File: config.mk
export PLATFORM = sky130hd
export DESIGN_NAME = serial_paralelo
export DESIGN_NICKNAME = d
export VERILOG_FILES = /design/src/rtl/serial_paralelo.sv
export SDC_FILE = /design/constraint.sdc
export NUM_CORES = 1
export LEC_CHECK = 0
export ABC_AREA = 1
export CELL_PAD_IN_SITES_DETAIL_PLACEMENT = 1
export CELL_PAD_IN_SITES_GLOBAL_PLACEMENT = 1
export CORE_MARGIN = 2
export CORE_UTILIZATION = 50
export DETAILED_ROUTE_END_ITERATION = 7
export DONT_BUFFER_PORTS = 1
export GPL_ROUTABILITY_DRIVEN = 0
export GPL_TIMING_DRIVEN = 0
export HOLD_SLACK_MARGIN = 0.1
export PLACE_DENSITY_LB_ADDON = 0.1
export SLEW_MARGIN = 0
export SYNTH_ARGS = -nofsm -noshare
export SYNTH_HDL_FRONTEND = slang
export SYNTH_SLANG_ARGS = --single-unit
File: constraint.sdc
create_clock -name clk_32f -period 3.8 [get_ports clk_32f]
set_clock_uncertainty 0.1 [all_clocks]
set_input_delay 0.76 -clock clk_32f [delete_from_list [all_inputs] [get_ports clk_32f]]
set_output_delay 0.76 -clock clk_32f [all_outputs]
set_load 0.02 [all_outputs]
File: src/rtl/serial_paralelo.sv
// Serial-to-parallel receiver: comma-aligned MSB-first deserialiser on the bit clock.
// Optional idle-byte counter output enabled by defining SP_COMMA_CNT_EN.
module serial_paralelo #(
   parameter logic [7:0] COMMA       = 8'hBC,
   parameter int         COMMA_COUNT = 4
) (
   input  logic       clk_32f,
   input  logic       reset,
   input  logic       data_in,
   output logic [7:0] data_out,
   output logic       valid_out,
   output logic       active
`ifdef SP_COMMA_CNT_EN
   ,
   output logic [7:0] idle_count
`endif
);

   typedef enum logic [1:0] {
      ST_HUNT,
      ST_ALIGNED,
      ST_ACTIVE
   } state_t;

   localparam logic [3:0] COMMA_TGT = 4'(COMMA_COUNT);

   function automatic logic [3:0] sat_inc4(input logic [3:0] v);
      return (v == 4'hF) ? v : v + 4'd1;
   endfunction

   function automatic logic [7:0] sat_inc8(input logic [7:0] v);
      return (v == 8'hFF) ? v : v + 8'd1;
   endfunction

   state_t     state_q;
   // Only the 7 most recent bits need storing; the 8th is the live input.
   logic [6:0] sr_q;
   logic [2:0] bit_cnt_q;
   logic [3:0] comma_cnt_q;
   logic [7:0] data_q;
   logic       valid_q;
   logic       active_q;
   logic [7:0] nb_d;
   logic [3:0] comma_cnt_d;
   logic       boundary;
   logic       is_comma;

   assign nb_d        = {sr_q, data_in};
   assign comma_cnt_d = sat_inc4(comma_cnt_q);
   assign boundary    = (bit_cnt_q == 3'd7);
   assign is_comma    = (nb_d == COMMA);

`ifdef SP_COMMA_CNT_EN
   logic [7:0] idle_q;
   assign idle_count = idle_q;
`endif

   always_ff @(posedge clk_32f or negedge reset) begin
      if (!reset) begin
         state_q     <= ST_HUNT;
         sr_q        <= '0;
         bit_cnt_q   <= '0;
         comma_cnt_q <= '0;
         data_q      <= '0;
         valid_q     <= 1'b0;
         active_q    <= 1'b0;
`ifdef SP_COMMA_CNT_EN
         idle_q      <= '0;
`endif
      end else begin
         sr_q <= nb_d[6:0];
         case (state_q)
            ST_HUNT: begin
               if (is_comma) begin
                  bit_cnt_q   <= '0;
                  comma_cnt_q <= 4'd1;
                  if (COMMA_COUNT == 1) begin
                     state_q  <= ST_ACTIVE;
                     active_q <= 1'b1;
                  end else begin
                     state_q <= ST_ALIGNED;
                  end
               end
            end
            ST_ALIGNED: begin
               bit_cnt_q <= bit_cnt_q + 3'd1;
               if (boundary) begin
                  if (is_comma) begin
                     comma_cnt_q <= comma_cnt_d;
                     if (comma_cnt_d == COMMA_TGT) begin
                        state_q  <= ST_ACTIVE;
                        active_q <= 1'b1;
                     end
                  end else begin
                     // Misaligned or premature data: restart the bit-level search.
                     state_q     <= ST_HUNT;
                     comma_cnt_q <= '0;
                  end
               end
            end
            ST_ACTIVE: begin
               bit_cnt_q <= bit_cnt_q + 3'd1;
               if (boundary) begin
                  if (is_comma) begin
                     valid_q <= 1'b0;
`ifdef SP_COMMA_CNT_EN
                     idle_q  <= sat_inc8(idle_q);
`endif
                  end else begin
                     data_q  <= nb_d;
                     valid_q <= 1'b1;
                  end
               end
            end
            default: state_q <= ST_HUNT;
         endcase
      end
   end

   assign data_out  = data_q;
   assign valid_out = valid_q;
   assign active    = active_q;

`ifndef SP_COMMA_CNT_EN
   // sat_inc8 only serves the optional idle counter.
   logic [7:0] unused_sat8;
   assign unused_sat8 = sat_inc8(8'h00);
`endif

endmodule

==> results of run 1 <==
[area by class of cell]
| type | count | area [um^2] | share of cell area [%] |
|---|---|---|---|
| flip-flops and latches | 26 | 651 | 49.6 |
| multi-input cells | 81 | 509 | 38.8 |
| inverters | 12 | 45.0 | 3.43 |
| well taps | 28 | 35.0 | 2.67 |
| clock inverters | 1 | 30.0 | 2.29 |
| clock buffers | 3 | 22.5 | 1.72 |
| repair buffers | 1 | 20.0 | 1.53 |
[path summary, 6_finish.rpt]
check,start,to,slack (ns),cells past startpoint
max reg2reg,bit_cnt_q[0],data_out[4],2.03,6
min reg2reg,sr_q[3],sr_q[4],0.31,0
max in group asynchronous,reset,sr_q[5],3.31,1
min in group clk_32f,sr_q[3],sr_q[4],0.31,0
min,reset,data_out[7],0.13,1
max,bit_cnt_q[0],data_out[4],2.03,6
[sequential cells by signal (all words and copies together) (netlist names)]
| signal | cells |
|---|---|
| data_out | 8 |
| sr_q | 7 |
| comma_cnt_q | 4 |
| bit_cnt_q | 3 |
| state_q | 2 |
| active | 1 |
| valid_out | 1 |
[power by group through the flow]
stage                     clock (uW)  sequential (uW)  combinational, uW
after floorplan                    0              328                160
after global placement             0              331                187
after detailed placement           0              334                193
after CTS                        194              328                203
after global routing             202              332                229
final                            187              328                199
[stage by stage]
step | power [uW] | hold WS [ns] | std cells
finish | 715 | 0.128 | 152
CTS | 726 | 0.124 | 152
global placement | 518 | 0.277 | 147
detailed placement | 527 | 0.283 | 147
global route | 763 | 0.120 | 152
floorplan | 488 | 0.270 | 119
[per-layer routing]
| metal | GRT usage [%] | up-vias | routed length (um) |
|---|---|---|---|
| met5 | 0 | - | 0 |
| met4 | 5.13 | 0 | 17 |
| met3 | 3.95 | 2 | 65 |
| met2 | 32.9 | 8 | 1080 |
| met1 | 23.2 | 391 | 1060 |
| li1 | - | 397 | - |
[critical path: cells and delay by family (launching register included)]
family,cells,cell delay [ns]
fa+ha+maj,2,0.43
buf+inv,1,0.05
flops,1,0.43
mux,1,0.37
simple gates,2,0.29
[layout by cell type (no fill, tap or decap)]
cell,instances
buf_12,1
inv_1,12
nand3_2,2
nand2_4,2
nor2_2,1
o21ai_1,1
o21ai_2,1
nor2_1,6
or2_2,1
nor2_8,1
o21bai_2,1
nand3_1,7
ha_1,6
dfrtp_1,26
nor2_4,1
mux2_2,7
nand2_1,31
nand2_2,1
nor3_1,1
o21ai_0,8
clkbuf_4,3
bufinv_16,1
nand4_1,3
[cell families after synthesis]
family | after synthesis | share of synthesized area [%]
AND/OR/NAND/NOR | 57 | 24.1
AO/OA/AOI/OAI | 11 | 5.40
multiplexers | 7 | 6.54
flip-flops | 26 | 54.0
adder cells (fa/ha/maj) | 6 | 6.23
buffers and inverters | 12 | 3.74
[what timing repair did]
item                      in CTS  in global routing
hold endpoints to repair      26                  0
buffers inserted               0                  0
hold buffers                   1                  0
==> impl_metrics.yaml, run 1 <==
clocking:
  cts_root_buf: "clkbuf_4"
  cts_buffer_depth: 2
  cts.repair.resized: 0
  clk_pin_slew_ns: 0.14
  clk_latency_ns: 0.31
  cts_sinks: 26
  cts-htree-levels: 1
  cts_tree: "yes"
  cts_made_buffers: 3
die:
  core-area_um2: 2250
  die-area_um2: 2820
  initial_core_util_pct: 53.4
  num_rows: 17
  fp.dieH_um: 53.1
  ios: 13
  die_width_um: 53.1
worst_setup_path:
  cp-end-kind: "flip-flop"
  crit_required_ns: 3.92
  worstPathMaxFanout: 10
  cpMostUsedCell: "ha_1"
  arrival_ns: 1.88
  worst_path_largest_cell_delay_ns: 0.43
  crit_path_start_kind: "flip-flop"
  critical_path_class: "reg -> reg"
  cp_cell_sequence: "ha_1, ha_1, nand2_1, inv_1, nand2_2, mux2_2"
  cp_slowest_cell: "dfrtp_1"
drt:
  wirelength_mm: 2.22
  wl_per_cell_um: 14.6
  dr.pass1.iters: 4
  drt_iter0_markers: 6
  drc: 0
  post_drt_via_cell_ratio: 5.25
  ant_nets: 0
  vias: 798
synthesis:
  ys_seq_elements: 26
  syn-num-nets: 128
  synth_area_um2: 1200
  syn_inst: 119
  synth-main-ff-cell: "dfrtp_1"
  synth_top_area_share_pct: 54.0
  async_flop_share_pct: 100
  synth_edf_count: 0
  netlist_top_cells_area: "dfrtp_1, nand2_1, mux2_2"
  synth.distinct_cells: 20
  synth_most_common_cell: "nand2_1"
  yosys-top-cells-count: "nand2_1, dfrtp_1, inv_1, o21ai_0"
  synth.avg_cell_area_um2: 10.1
  yosysWarnings: 0
  ys_seq_area_share_pct: 54.0
  synth_top_area_cell: "dfrtp_1"
finish:
  post-route-cell-area_um2: 1310
  fill_cells: 262
  area_growth_syn_to_layout_pct: 8.93
  fin_util_pct: 58.2
  num-nets-final: 134
  drive_above_1_share_pct: 18.5
  antenna_cells: 0
global_routing:
  grt_usage_pct: 18.7
  gr-total-overflow: 0
  grt_max_degree: 27
  antenna_found_initial: 0
  grt_first_pass_wirelength_mm: 3.75
  grt_pass1_vias: 850
timing:
  finalMaxSlewViolations: 0
  worst_slack_ns: 2.03
  relSlewSlack_pct: 74.3
  min_period_over_period_pct: 46.5
  setup_violations: 0
  fmaxAchievable_mhz: 566
  grt_setup_unrepaired: "false"
  tightest_slew_ns: 0.385
  hold_violations: 0
  min_period_ns: 1.77
  setup-tns-final_ns: 0
pwr:
  swShare_pct: 32.6
  internal_power_uw: 482
  ir_worst_vdd_mv: 0.336
  leakage_uw: 0.000675
  seqPwrFrac_pct: 45.9
  power_frac_comb_pct: 27.9
  power_density_nw_per_um2: 545
  power_switching_uw: 233
  p_clk_share_pct: 26.2
hold_path:
  hold_class: "in -> async"
outcome:
  outcome: "completed"
job:
  maxCapViolCount: 0
placement:
  placed_area_um2: 1240
  hpwl_mm: 1.70
  io_buffers: 0
  pre_cts_slack_ns: 1.82
Note: power is estimated with default switching activity, not from simulation.
==> run 2: changes to the inputs <==
Settings changed: CORE_UTILIZATION 50 to 43.
Clock period 3.8 ns to 1.6 ns, I/O delays scaled along.
==> run 2 against run 1 <==
- the run now ends with negative setup slack left
- flip-flop and latch count did not move
- via count grew 8.8%
- combinational power grew to 3.4 times the previous value
- core utilization fell by 1.8 points
- fmax increased by 8.2%
- sequential share of layout area is 7.0 points lower
- critical path type unchanged
- largest cell class unchanged
==> impl_metrics.yaml, run 2 (synthesis gave the netlist of run 1 again) <==
outcome:
  outcome: "finished with violations"
  violations: "negative setup slack"
die:
  die_width_um: 56.9
  initial_core_util_pct: 44.5
  core-area_um2: 2710
  ios: 13
  num_rows: 19
  die-area_um2: 3240
  fp.dieH_um: 56.9
timing:
  grt_setup_unrepaired: "true"
  fmaxAchievable_mhz: 612
  setup-tns-final_ns: -0.0334
  relSlewSlack_pct: 74.5
  setup_violations: 1
  hold_violations: 0
  worst_slack_ns: -0.0334
  finalMaxSlewViolations: 0
  tightest_slew_ns: 0.382
  min_period_over_period_pct: 102
  min_period_ns: 1.63
global_routing:
  antenna_found_initial: 0
  grt_usage_pct: 16.6
  grt_pass1_vias: 916
  gr-total-overflow: 0
  grt_first_pass_wirelength_mm: 4.21
  grt_max_degree: 27
hold_path:
  min_to: "comma_cnt_q[1]"
  hold_class: "in -> reg"
  min_path_cells: 5
  min-delay-start: "data_in"
worst_setup_path:
  reg2reg_slack_ns: -0.03
  timing.rr.start: "comma_cnt_q[0]"
  critical_path_class: "reg -> reg"
  arrival_ns: 1.80
  cp-end-kind: "flip-flop"
  crit_required_ns: 1.77
  r2r_cells: 9
  crit_path_start_kind: "flip-flop"
  r2r_end: "state_q[1]"
  worstPathMaxFanout: 3
drt:
  dr.pass1.iters: 2
  post_drt_via_cell_ratio: 5.20
  drc: 0
  wirelength_mm: 2.49
  vias: 868
  drt_iter0_markers: 56
  ant_nets: 0
  wl_per_cell_um: 14.9
finish:
  antenna_cells: 0
  largest_reg_flops: 8
  area_growth_syn_to_layout_pct: 26.8
  fill_cells: 301
  layout.cells.most_common: "dfrtp_1"
  regArea_um2: 651
  final_cell_mix: "dfrtp_1, nand2_1, nand2_2"
  num-nets-final: 146
  drive_above_1_share_pct: 39.0
  multi_input_area_um2: 633
pwr:
  ir_worst_vdd_mv: 1.08
  power_density_nw_per_um2: 1250
  leakage_uw: 0.000739
clocking:
  cts-htree-levels: 1
  cts_root_buf: "clkbuf_4"
  clk_pin_slew_ns: 0.14
  clk_latency_ns: 0.33
  cts_buffer_depth: 2
  cts_tree: "yes"
  cts_made_buffers: 3
  cts_sinks: 26
placement:
  hpwl_mm: 1.62
  io_buffers: 0
  pre_cts_slack_ns: -0.154
job:
  maxCapViolCount: 0
run 2: cell type report:
cell class / count / share of cell area (%)
Timing Repair Buffer: 12 / 7.04
Sequential cell: 26 / 42.6
Inverter: 12 / 2.95
Tap cell: 31 / 2.54
Clock inverter: 1 / 1.97
Multi-Input combinational cell: 82 / 41.4
Clock buffer: 3 / 1.47
run 2: critical path, cell delays in order, from the launching register on:
cell     delay (ns)
dfrtp_1        0.44
buf_4          0.15
buf_4          0.14
inv_2          0.06
nand4_1        0.09
nand2_2        0.12
nand2_2        0.08
nor2_1         0.20
nand3_1        0.13
nand2_1        0.08
run 2: worst max path at each step:
stage / startpoint / end / cells past startpoint
after CTS: bit_cnt_q[0] / data_out[6] / 6
after global routing: comma_cnt_q[1] / state_q[1] / 9
after floorplan: bit_cnt_q[0] / data_out[0] / 6
final: comma_cnt_q[0] / state_q[1] / 9
after detailed placement: bit_cnt_q[0] / data_out[4] / 6
after global placement: bit_cnt_q[0] / data_out[2] / 6
run 2: metrics by stage:
stage / std cells / cell area [um^2] / hold slack, ns / utilization [%] / total power [uW]
floorplan: 119 / 1200 / -0.0756 / - / 1160
global placement: 150 / 1240 / -0.0751 / 45.9 / 1230
detailed placement: 150 / 1240 / -0.0750 / 45.9 / 1260
CTS: 163 / 1410 / 0.270 / 51.9 / 1790
global route: 167 / 1530 / 0.278 / 56.4 / 2030
finish: 167 / 1530 / 0.259 / 56.4 / 1910
run 2: what timing repair did:
action                                 in CTS  in global routing
setup buffers                               5                  4
gates resized for setup                     9                 23
setup endpoints to repair                  14                 17
pin swaps                                   2                  8
hold buffers                                3                  0
gates cloned                                1                  0
endpoints found under the hold margin      28                  0
run 2: power by group:
group / leakage (uW) / internal, uW / switching [uW] / total [uW]
Sequential: 0.000331 / 726 / 55.8 / 781
Clock: 0.0000279 / 253 / 201 / 454
Combinational: 0.000381 / 278 / 392 / 671
Total: 0.000739 / 1260 / 649 / 1910
run 2: per-layer routing:
| layer | GRT usage, % | share of wire [%] | vias to the layer above |
|---|---|---|---|
| li1 | - | - | 423 |
| met1 | 22.3 | 46 | 431 |
| met2 | 28.2 | 51 | 9 |
| met3 | 2.95 | 2.2 | 5 |
| met4 | 3.99 | 1.2 | 0 |
| met5 | 0 | 0 | - |
==> run 3: changes to the inputs <==
Settings changed: MAX_ROUTING_LAYER from default to met4.
==> run 3 against run 2 <==
- the run still ends with negative setup slack left
- clock power increased by 0.9%
- largest cell class unchanged
- final area stayed put
- setup slack about the same
- die area stayed put
- combinational power barely moved
- hold slack worse by 0.0019 ns
- critical endpoint unchanged
- non-clock buffer count stayed put
- flip-flop and latch count unchanged
- largest power group unchanged
- routed wire length hardly changed
- fmax is essentially flat
- sequential power about the same
==> impl_metrics.yaml, run 3 (synthesis gave the netlist of run 1 again) <==
finish:
  final_cell_mix: "dfrtp_1, nand2_1, nand2_2"
  multi_input_area_um2: 633
  area_growth_syn_to_layout_pct: 26.8
  antenna_cells: 0
  num-nets-final: 146
  fill_cells: 301
  layout.cells.most_common: "dfrtp_1"
  fin_util_pct: 56.4
  drive_above_1_share_pct: 39.0
  regArea_um2: 651
  largest_reg_flops: 8
drt:
  dr.pass1.iters: 4
  drt_iter0_markers: 58
  vias: 867
  ant_nets: 0
  post_drt_via_cell_ratio: 5.19
  wl_per_cell_um: 14.9
  wirelength_mm: 2.48
  drc: 0
timing:
  grt_setup_unrepaired: "true"
  worst_slack_ns: -0.0336
  fmaxAchievable_mhz: 612
  min_period_ns: 1.63
  setup_violations: 1
  worst_hold_slack_ns: 0.257
  relSlewSlack_pct: 74.5
  tightest_slew_ns: 0.379
  min_period_over_period_pct: 102
  finalMaxSlewViolations: 0
  hold_violations: 0
clocking:
  cts_made_buffers: 3
  cts_root_buf: "clkbuf_4"
  cts_buffer_depth: 2
  cts-htree-levels: 1
  cts_tree: "yes"
  clk_pin_slew_ns: 0.14
  cts_sinks: 26
  clk_latency_ns: 0.33
worst_setup_path:
  critical_path_class: "reg -> reg"
  cp-end-kind: "flip-flop"
  worst_path_largest_cell_delay_ns: 0.44
  crit_required_ns: 1.77
  r2r_end: "state_q[1]"
  worstPathMaxFanout: 3
  cp_cell_sequence: "buf_4, buf_4, inv_2, nand4_1, nand2_2, nand2_2, nor2_1, nand3_1, nand2_1"
  arrival_ns: 1.81
  reg2reg_slack_ns: -0.03
  timing.rr.start: "comma_cnt_q[0]"
  r2r_cells: 9
  cp_slowest_cell: "dfrtp_1"
  crit_path_start_kind: "flip-flop"
job:
  maxCapViolCount: 0
hold_path:
  min-delay-start: "data_in"
  hold_class: "in -> reg"
  min_to: "comma_cnt_q[1]"
  min_path_cells: 5
die:
  die-area_um2: 3240
  fp.dieH_um: 56.9
  core-area_um2: 2710
  die_width_um: 56.9
  initial_core_util_pct: 44.5
  num_rows: 19
  ios: 13
global_routing:
  grt_max_degree: 27
  grt_usage_pct: 17.1
  grt_pass1_vias: 917
  antenna_found_initial: 0
  gr-total-overflow: 0
  grt_first_pass_wirelength_mm: 4.20
placement:
  io_buffers: 0
  pre_cts_slack_ns: -0.154
  hpwl_mm: 1.62
outcome:
  outcome: "finished with violations"
  violations: "negative setup slack"
pwr:
  ir_worst_vdd_mv: 1.09
  leakage_uw: 0.000739
  power_density_nw_per_um2: 1250
==> run 3: cell counts in the layout (fill, tap and decap cells not counted) <==
Identical to the previous run, type by type.
==> run 3: final cells by class <==
class                           count  area share (%)
Timing Repair Buffer               12            7.04
Clock buffer                        3            1.47
Tap cell                           31            2.54
Clock inverter                      1            1.97
Sequential cell                    26            42.6
Multi-Input combinational cell     82            41.4
Inverter                           12            2.95
==> run 3: repair_timing <==
item	in CTS	in global routing
hold endpoints to repair	28	0
cloned	1	0
setup endpoints to repair	14	17
pin swaps	2	8
buffers inserted	5	4
hold buffers	3	0
gates resized for setup	9	23
==> run 3: critical path: cells and delay by family (launching register included) <==
family / cells / cell delay (ns)
simple gates: 6 / 0.69
flops: 1 / 0.44
buf+inv: 3 / 0.35
==> run 3: layer usage <==
metal  up-vias  global-route usage, %  share of wire (%)
li1        422                      -                  -
met1       429                   22.1                 45
met2        12                   28.4                 51
met3         4                   2.95                2.3
met4         0                   3.99                1.2
met5         -                      -                  0
==> run 3: worst max-delay path by stage <==
stage,to,slack (ns),from,cells past startpoint
after detailed placement,data_out[4],-0.15,bit_cnt_q[0],6
final,state_q[1],-0.03,comma_cnt_q[0],9
after floorplan,data_out[0],0.02,bit_cnt_q[0],6
after global placement,data_out[2],-0.12,bit_cnt_q[0],6
after CTS,data_out[6],0.01,bit_cnt_q[0],6
after global routing,state_q[1],-0.11,comma_cnt_q[1],9
==> run 3: through the flow <==
stage	area [um^2]	power, uW	instances	setup TNS [ns]
3_3_place_gp	1240	1230	150	-1.07
3_5_place_dp	1240	1260	150	-1.40
4_1_cts	1410	1790	163	0
6_report	1530	1910	167	-0.0336
5_1_grt	1530	2030	167	-0.643
2_1_floorplan	1200	1160	119	0
==> run 3: where the power goes <==
part	internal, uW	switching (uW)
Clock	253	205
Sequential	726	56.1
Combinational	278	394
Total	1260	655
